**src/rtl/apex_meta_regs.sv**
```systemverilog
// ---------------------------------------------------------------------------
// apex_meta_regs
//
// Memory-mapped metadata register file in front of the VRASED/APEX monitor.
// Software programs the executable-region (ER) and output-region (OR) bounds
// over the openMSP430 peripheral bus. The block forwards those bounds to the
// monitor, reports the monitor's exec flag, flags inconsistent bounds, and
// counts (saturating) how often exec has dropped.
//
// Word map (offset from META_BASE, word index):
//   0 ER_MIN  RW     1 ER_MAX  RW     2 OR_MIN  RW     3 OR_MAX  RW
//   4 STATUS  RO     [0]=exec_q [1]=cfg_err [15:8]=drop_cnt
//   5 CTRL    W: [0]=1 clears drop_cnt (pulse), [1]=LOCK set (feature only)
//             R: [1]=lock, other bits 0
//   6,7       reserved, read 0, writes ignored
//
// Ports:
//   clk       system clock
//   puc       synchronous active-high reset
//   per_en    peripheral access strobe
//   per_addr  word address (byte address >> 1)
//   per_we    byte write enables ([0]=low, [1]=high), 2'b00 = read
//   per_din   write data
//   per_dout  registered read data, valid the cycle after the read strobe
//   exec      exec flag from the monitor
//   ER_min/ER_max/OR_min/OR_max  bound registers towards the monitor
//   cfg_err   1 when ER_min > ER_max or OR_min > OR_max (unsigned)
//
// Optional feature, macro META_WRLOCK_EN:
//   Adds a set-only LOCK bit (CTRL[1], cleared only by puc) and an exec-phase
//   FSM. Bound writes are dropped while locked or while the FSM is in RUN.
//   Without the macro, CTRL[1] reads 0 and bounds are always writable.
// ---------------------------------------------------------------------------
module apex_meta_regs #(
  parameter logic [15:0] META_BASE  = 16'h0140,
  parameter logic [15:0] ER_MIN_RST = 16'hE000,
  parameter logic [15:0] ER_MAX_RST = 16'hE500,
  parameter logic [15:0] OR_MIN_RST = 16'hF000,
  parameter logic [15:0] OR_MAX_RST = 16'hF004
) (
  input  logic        clk,
  input  logic        puc,
  input  logic        per_en,
  input  logic [13:0] per_addr,
  input  logic [1:0]  per_we,
  input  logic [15:0] per_din,
  output logic [15:0] per_dout,
  input  logic        exec,
  output logic [15:0] ER_min,
  output logic [15:0] ER_max,
  output logic [15:0] OR_min,
  output logic [15:0] OR_max,
  output logic        cfg_err
);

  // The peripheral bus is word addressed; the window base is a byte address.
  localparam logic [13:0] BASE_WORD = META_BASE[14:1];

  localparam logic [3:0][15:0] BOUND_RST = {OR_MAX_RST, OR_MIN_RST,
                                            ER_MAX_RST, ER_MIN_RST};

  localparam logic [2:0] OFF_STATUS = 3'd4;
  localparam logic [2:0] OFF_CTRL   = 3'd5;

  // ---------------------------------------------------------------------
  // Address decode. The subtraction wraps for addresses below the base, so
  // a single test on the upper bits covers both sides of the window.
  // ---------------------------------------------------------------------
  logic [13:0] w_idx;
  logic [2:0]  w_off;
  logic        w_hit;
  logic        w_wr;
  logic        w_rd;

  assign w_idx = per_addr - BASE_WORD;
  assign w_off = w_idx[2:0];
  assign w_hit = per_en && (w_idx[13:3] == 11'd0);
  assign w_wr  = w_hit && (per_we != 2'b00);
  assign w_rd  = w_hit && (per_we == 2'b00);

  // ---------------------------------------------------------------------
  // Exec tracking
  // ---------------------------------------------------------------------
  logic       r_exec_q;
  logic       w_drop;
  logic [7:0] r_drop_cnt;
  logic       w_clr;

  assign w_drop = r_exec_q && !exec;
  assign w_clr  = w_wr && (w_off == OFF_CTRL) && per_we[0] && per_din[0];

  always_ff @(posedge clk) begin
    if (puc) begin
      r_exec_q <= 1'b0;
    end else begin
      r_exec_q <= exec;
    end
  end

  // Clear has priority over a simultaneous drop.
  always_ff @(posedge clk) begin
    if (puc) begin
      r_drop_cnt <= 8'd0;
    end else if (w_clr) begin
      r_drop_cnt <= 8'd0;
    end else if (w_drop && (r_drop_cnt != 8'hFF)) begin
      r_drop_cnt <= r_drop_cnt + 8'd1;
    end
  end

  // ---------------------------------------------------------------------
  // Write qualifier for the bound registers, plus lock and exec phase
  // ---------------------------------------------------------------------
  logic w_bound_wr_ok;
  logic w_lock_rd;

`ifdef META_WRLOCK_EN
  typedef enum logic {ST_IDLE, ST_RUN} phase_t;

  phase_t r_state;
  phase_t w_state_next;
  logic   r_lock;
  logic   w_rise;

  assign w_rise = !r_exec_q && exec;

  always_ff @(posedge clk) begin
    if (puc) begin
      r_state <= ST_IDLE;
    end else begin
      r_state <= w_state_next;
    end
  end

  always_comb begin
    w_state_next = r_state;
    case (r_state)
      ST_IDLE: if (w_rise) w_state_next = ST_RUN;
      ST_RUN:  if (w_drop) w_state_next = ST_IDLE;
      default: w_state_next = ST_IDLE;
    endcase
  end

  // Set-only: once software locks the bounds only a reset releases them.
  always_ff @(posedge clk) begin
    if (puc) begin
      r_lock <= 1'b0;
    end else if (w_wr && (w_off == OFF_CTRL) && per_we[0] && per_din[1]) begin
      r_lock <= 1'b1;
    end
  end

  assign w_bound_wr_ok = !r_lock && (r_state == ST_IDLE);
  assign w_lock_rd     = r_lock;
`else
  assign w_bound_wr_ok = 1'b1;
  assign w_lock_rd     = 1'b0;
`endif

  // ---------------------------------------------------------------------
  // Bound registers (offsets 0..3), byte-granular writes
  // ---------------------------------------------------------------------
  logic [15:0] w_bound [4];

  generate
    for (genvar gi = 0; gi < 4; gi++) begin : g_bound
      logic [15:0] r_val;

      always_ff @(posedge clk) begin
        if (puc) begin
          r_val <= BOUND_RST[gi];
        end else if (w_wr && (w_off == 3'(gi)) && w_bound_wr_ok) begin
          if (per_we[1]) r_val[15:8] <= per_din[15:8];
          if (per_we[0]) r_val[7:0]  <= per_din[7:0];
        end
      end

      assign w_bound[gi] = r_val;
    end
  endgenerate

  assign ER_min  = w_bound[0];
  assign ER_max  = w_bound[1];
  assign OR_min  = w_bound[2];
  assign OR_max  = w_bound[3];
  assign cfg_err = (w_bound[0] > w_bound[1]) || (w_bound[2] > w_bound[3]);

  // ---------------------------------------------------------------------
  // Read path
  // ---------------------------------------------------------------------
  logic [15:0] w_rdata;
  logic [15:0] r_dout;

  always_comb begin
    w_rdata = 16'h0000;
    case (w_off)
      3'd0, 3'd1, 3'd2, 3'd3: w_rdata = w_bound[w_off[1:0]];
      OFF_STATUS:             w_rdata = {r_drop_cnt, 6'b000000, cfg_err, r_exec_q};
      OFF_CTRL:               w_rdata = {14'd0, w_lock_rd, 1'b0};
      default:                w_rdata = 16'h0000;
    endcase
  end

  // Data is only presented for a read hit; writes and idle cycles return 0.
  always_ff @(posedge clk) begin
    if (puc) begin
      r_dout <= 16'h0000;
    end else if (w_rd) begin
      r_dout <= w_rdata;
    end else begin
      r_dout <= 16'h0000;
    end
  end

  assign per_dout = r_dout;

endmodule
```
**config.mk**
```make
export PLATFORM = sky130hd
export DESIGN_NAME = apex_meta_regs
export DESIGN_NICKNAME = d
export VERILOG_FILES = /design/src/rtl/apex_meta_regs.sv
export SDC_FILE = /design/constraint.sdc
export NUM_CORES = 1
export LEC_CHECK = 0
export BUFFER_PORTS_ARGS = -buffer_cell sky130_fd_sc_hd__buf_2
export CAP_MARGIN = 10
export CORE_UTILIZATION = 53
export DETAILED_ROUTE_END_ITERATION = 8
export HOLD_SLACK_MARGIN = 0.05
export MAX_ROUTING_LAYER = met4
export PLACE_DENSITY = 0.8
export SLEW_MARGIN = 20
export SYNTH_ARGS = -nofsm -noshare
export SYNTH_HDL_FRONTEND = slang
export SYNTH_SLANG_ARGS = --single-unit
```
**constraint.sdc**
```tcl
create_clock -name clk -period 2.87 [get_ports clk]
set_input_delay 0.574 -clock clk [delete_from_list [all_inputs] [get_ports clk]]
set_output_delay 0.574 -clock clk [all_outputs]
set_load 0.05 [all_outputs]
```
==> impl_metrics.yaml <==
clocking:
  root_buffer: "clkbuf_8"
  clk_pin_slew_ns: 0.10
  clockBufferDepth: 2
  htreeDepth: 3
  numCtsBuffers: 9
  tritoncts: "done"
  worst_skew_pair.late_latency_ns: 0.37
  clkSinkCount: 89
synthesis:
  synth_adder_area_share_pct: 9.32
  synth_xor_area_share_pct: 0.988
  ys_seq_area_share_pct: 40.2
  yosys-top-cells-area: "dfxtp_1, nand2_1, ha_1"
  synthSimpleGateAreaFrac_pct: 23.8
  synth_top_family_by_area: "simple AND/OR/NAND/NOR gates"
  async_flop_share_pct: 0
  synth_top_area_share_pct: 40.2
  ys_ff_latch: 89
  syn_area_mm2: 0.00443
  syn_nets: 590
  synthMuxAreaShare_pct: 8.36
  ys_warn_count: 0
  synthCells: 521
  synth_top_area_cell: "dfxtp_1"
  synthesis.area_per_instance_um2: 8.50
  synth_edf_count: 0
  synth-main-ff-cell: "dfxtp_1"
  synth_cell_types: 41
  synth_compound_area_share_pct: 12.8
status:
  violations: "negative setup slack"
  status: "complete, but fails checks"
global_routing:
  first_global_vias: 4169
  grt_pass1_wl_um: 20900
  grt_overflow: 0
  track_usage_pct: 32.2
  grt_max_degree: 67
  antenna_found_initial: 0
power:
  power.density_mw_per_mm2: 375
  leakage_nw: 2.48
  ir_drop_mv: 0.247
finish:
  area_growth_pct: 29.8
  layout-drive-gt1-share_pct: 36.7
  final_cells: 773
  antenna_cells: 0
  final_nets: 735
  multi_input_area_mm2: 0.00264
  nFillCells: 566
  postLayoutCellArea_mm2: 0.00575
  final-seq-area_mm2: 0.00183
hold_path:
  min_path_type: "in2reg"
  hold_start: "exec"
  min_to: "r_exec_q"
  min_path_cells: 3
sta:
  maxSlewViolCount: 0
  tns_ns: -0.0936
  slew_headroom_pct: 52.8
  period_needed_ns: 2.96
  setup_ws_ns: -0.0936
  rsz0062_at_grt: "yes"
  clock_skew_ns: 0.00979
  final-setup-viol-count: 1
  final.period_utilization_pct: 103
  worst_slew_pin_slew_ns: 0.707
  fmax_mhz: 337
  whs_ns: 0.440
  final-hold-violation-count: 0
floorplanning:
  rows: 32
  dieArea_mm2: 0.00873
  fp.dieW_um: 93.4
  core_area_mm2: 0.00789
  die_h_um: 93.4
  start_util_pct: 56.2
  io_pins: 117
critical_path:
  reg2reg_depth: 9
  reg2reg_slack_ns: 0.70
  cp.required_ns: 2.30
  path_max_fanout: 2
  crit_type: "reg2out"
  cp_data_arrival_time_ns: 2.39
  crit_path_start_kind: "flip-flop"
  end_kind: "output pin"
  rr_endpoint: "per_dout[1]"
  r2r-start: "ER_max[7]"
flow_run:
  max_cap_violations: 0
detailed_routing:
  drt_iter0_drc: 409
  wl_per_cell_um: 17.9
  ant_nets: 0
  vias: 4533
  route.detailed.drc: 0
  viasPerCell: 5.86
  wl_um: 13800
  firstDrtPassIters: 5
place:
  dpl-instance-area_mm2: 0.00516
  gp_congestion: 0.918
  place_inst: 734
  hpwl_um: 9180
  portBuffers: 116
-- worst max-delay path by stage --
stage / start / to / slack [ns]
floorplan: ER_max[14] / cfg_err / 0.04
global placement: OR_max[14] / cfg_err / 0.11
detailed placement: OR_max[14] / cfg_err / 0.05
CTS: ER_min[11] / cfg_err / 0.0005
global route: ER_max[5] / cfg_err / -0.15
finish: ER_max[7] / cfg_err / -0.09
-- worst max-delay path, cell delays in order, from the launching register on --
cell	delay (ns)
dfxtp_2	0.34
inv_1	0.04
ha_1	0.31
a21oi_2	0.16
o21ai_1	0.09
a221o_1	0.32
o31a_1	0.32
or2_4	0.28
buf_8	0.15
-- cell usage in the layout, fill, tap and decap left out, types with 7 or more instances in the layout --
cell type	netlist	layout
nand2_1	125	123
buf_2	4	115
a21oi_1	70	67
dfxtp_1	89	56
nor2_1	37	37
buf_4	0	36
dfxtp_2	0	32
inv_1	33	31
ha_1	33	22
nor2b_1	19	19
mux4_2	16	16
ha_4	0	11
a211o_1	10	10
clkbuf_8	0	9
nand4_1	8	8
nand3_1	8	8
nand3b_1	7	7
-- final cells by class --
class,instances,area share (%)
Clock buffer,9,2.15
Clock inverter,7,0.914
Inverter,33,2.15
Multi-Input combinational cell,381,45.9
Sequential cell,89,31.7
Tap cell,102,2.22
Timing Repair Buffer,152,15.0
-- what timing repair did --
action,4_1_cts,5_1_grt
buffers inserted,18,5
hold buffers,0,0
setup endpoints to repair,1,1
resized for setup,40,25
endpoints found under the hold margin,0,0
pin swaps,7,14
-- per-layer routing --
layer,vias up,wire [um],global-route usage (%)
li1,2075,-,-
met1,2141,5440,40.4
met2,265,6670,51.2
met3,52,1180,4.15
met4,0,537,16.2
met5,-,0,-
-- power breakdown --
| group | total (W) | internal, W | switching [W] |
|---|---|---|---|
| Clock | 0.000808 | 0.000323 | 0.000485 |
| Sequential | 0.00124 | 0.00123 | 0.00000198 |
| Combinational | 0.000110 | 0.0000432 | 0.0000670 |
-- cell usage after synthesis (all sizes together) (2+ instances only) --
cell type / instances
nand2b: 3
inv: 33
mux4: 16
o31a: 2
or3: 3
or2: 2
a211o: 10
nand3: 8
nand2: 125
a21boi: 2
o21ai: 6
a21oi: 70
nor2b: 19
clkbuf: 13
nand4: 8
nand3b: 7
a21o: 2
nor2: 37
xor2: 4
a221o: 2
nor4: 3
dfxtp: 89
nor3: 3
and2: 4
or4: 3
ha: 33
buf: 5
-- kinds of logic after synthesis --
group / count (synthesis)
fa+ha+maj: 33
compound gates: 98
flops: 89
xor+xnor: 5
simple gates: 228
buf+inv: 51
mux: 17
-- per-stage QoR --
step           worst slack [ns]  total power, W  util [%]
2_1_floorplan            0.0353         0.00133         -
3_3_place_gp              0.108         0.00137      65.5
3_5_place_dp             0.0475         0.00137      65.5
4_1_cts                0.000489         0.00216      70.9
5_1_grt                  -0.152         0.00222      72.9
6_report                -0.0936         0.00215      72.9
-- registers in the layout, summed over array words and instances (netlist names) --
signal,count
per_dout,16
OR_min,16
r_drop_cnt,8
ER_min,16
r_exec_q,1
ER_max,16
OR_max,16
(Power assumes the default switching activity.)
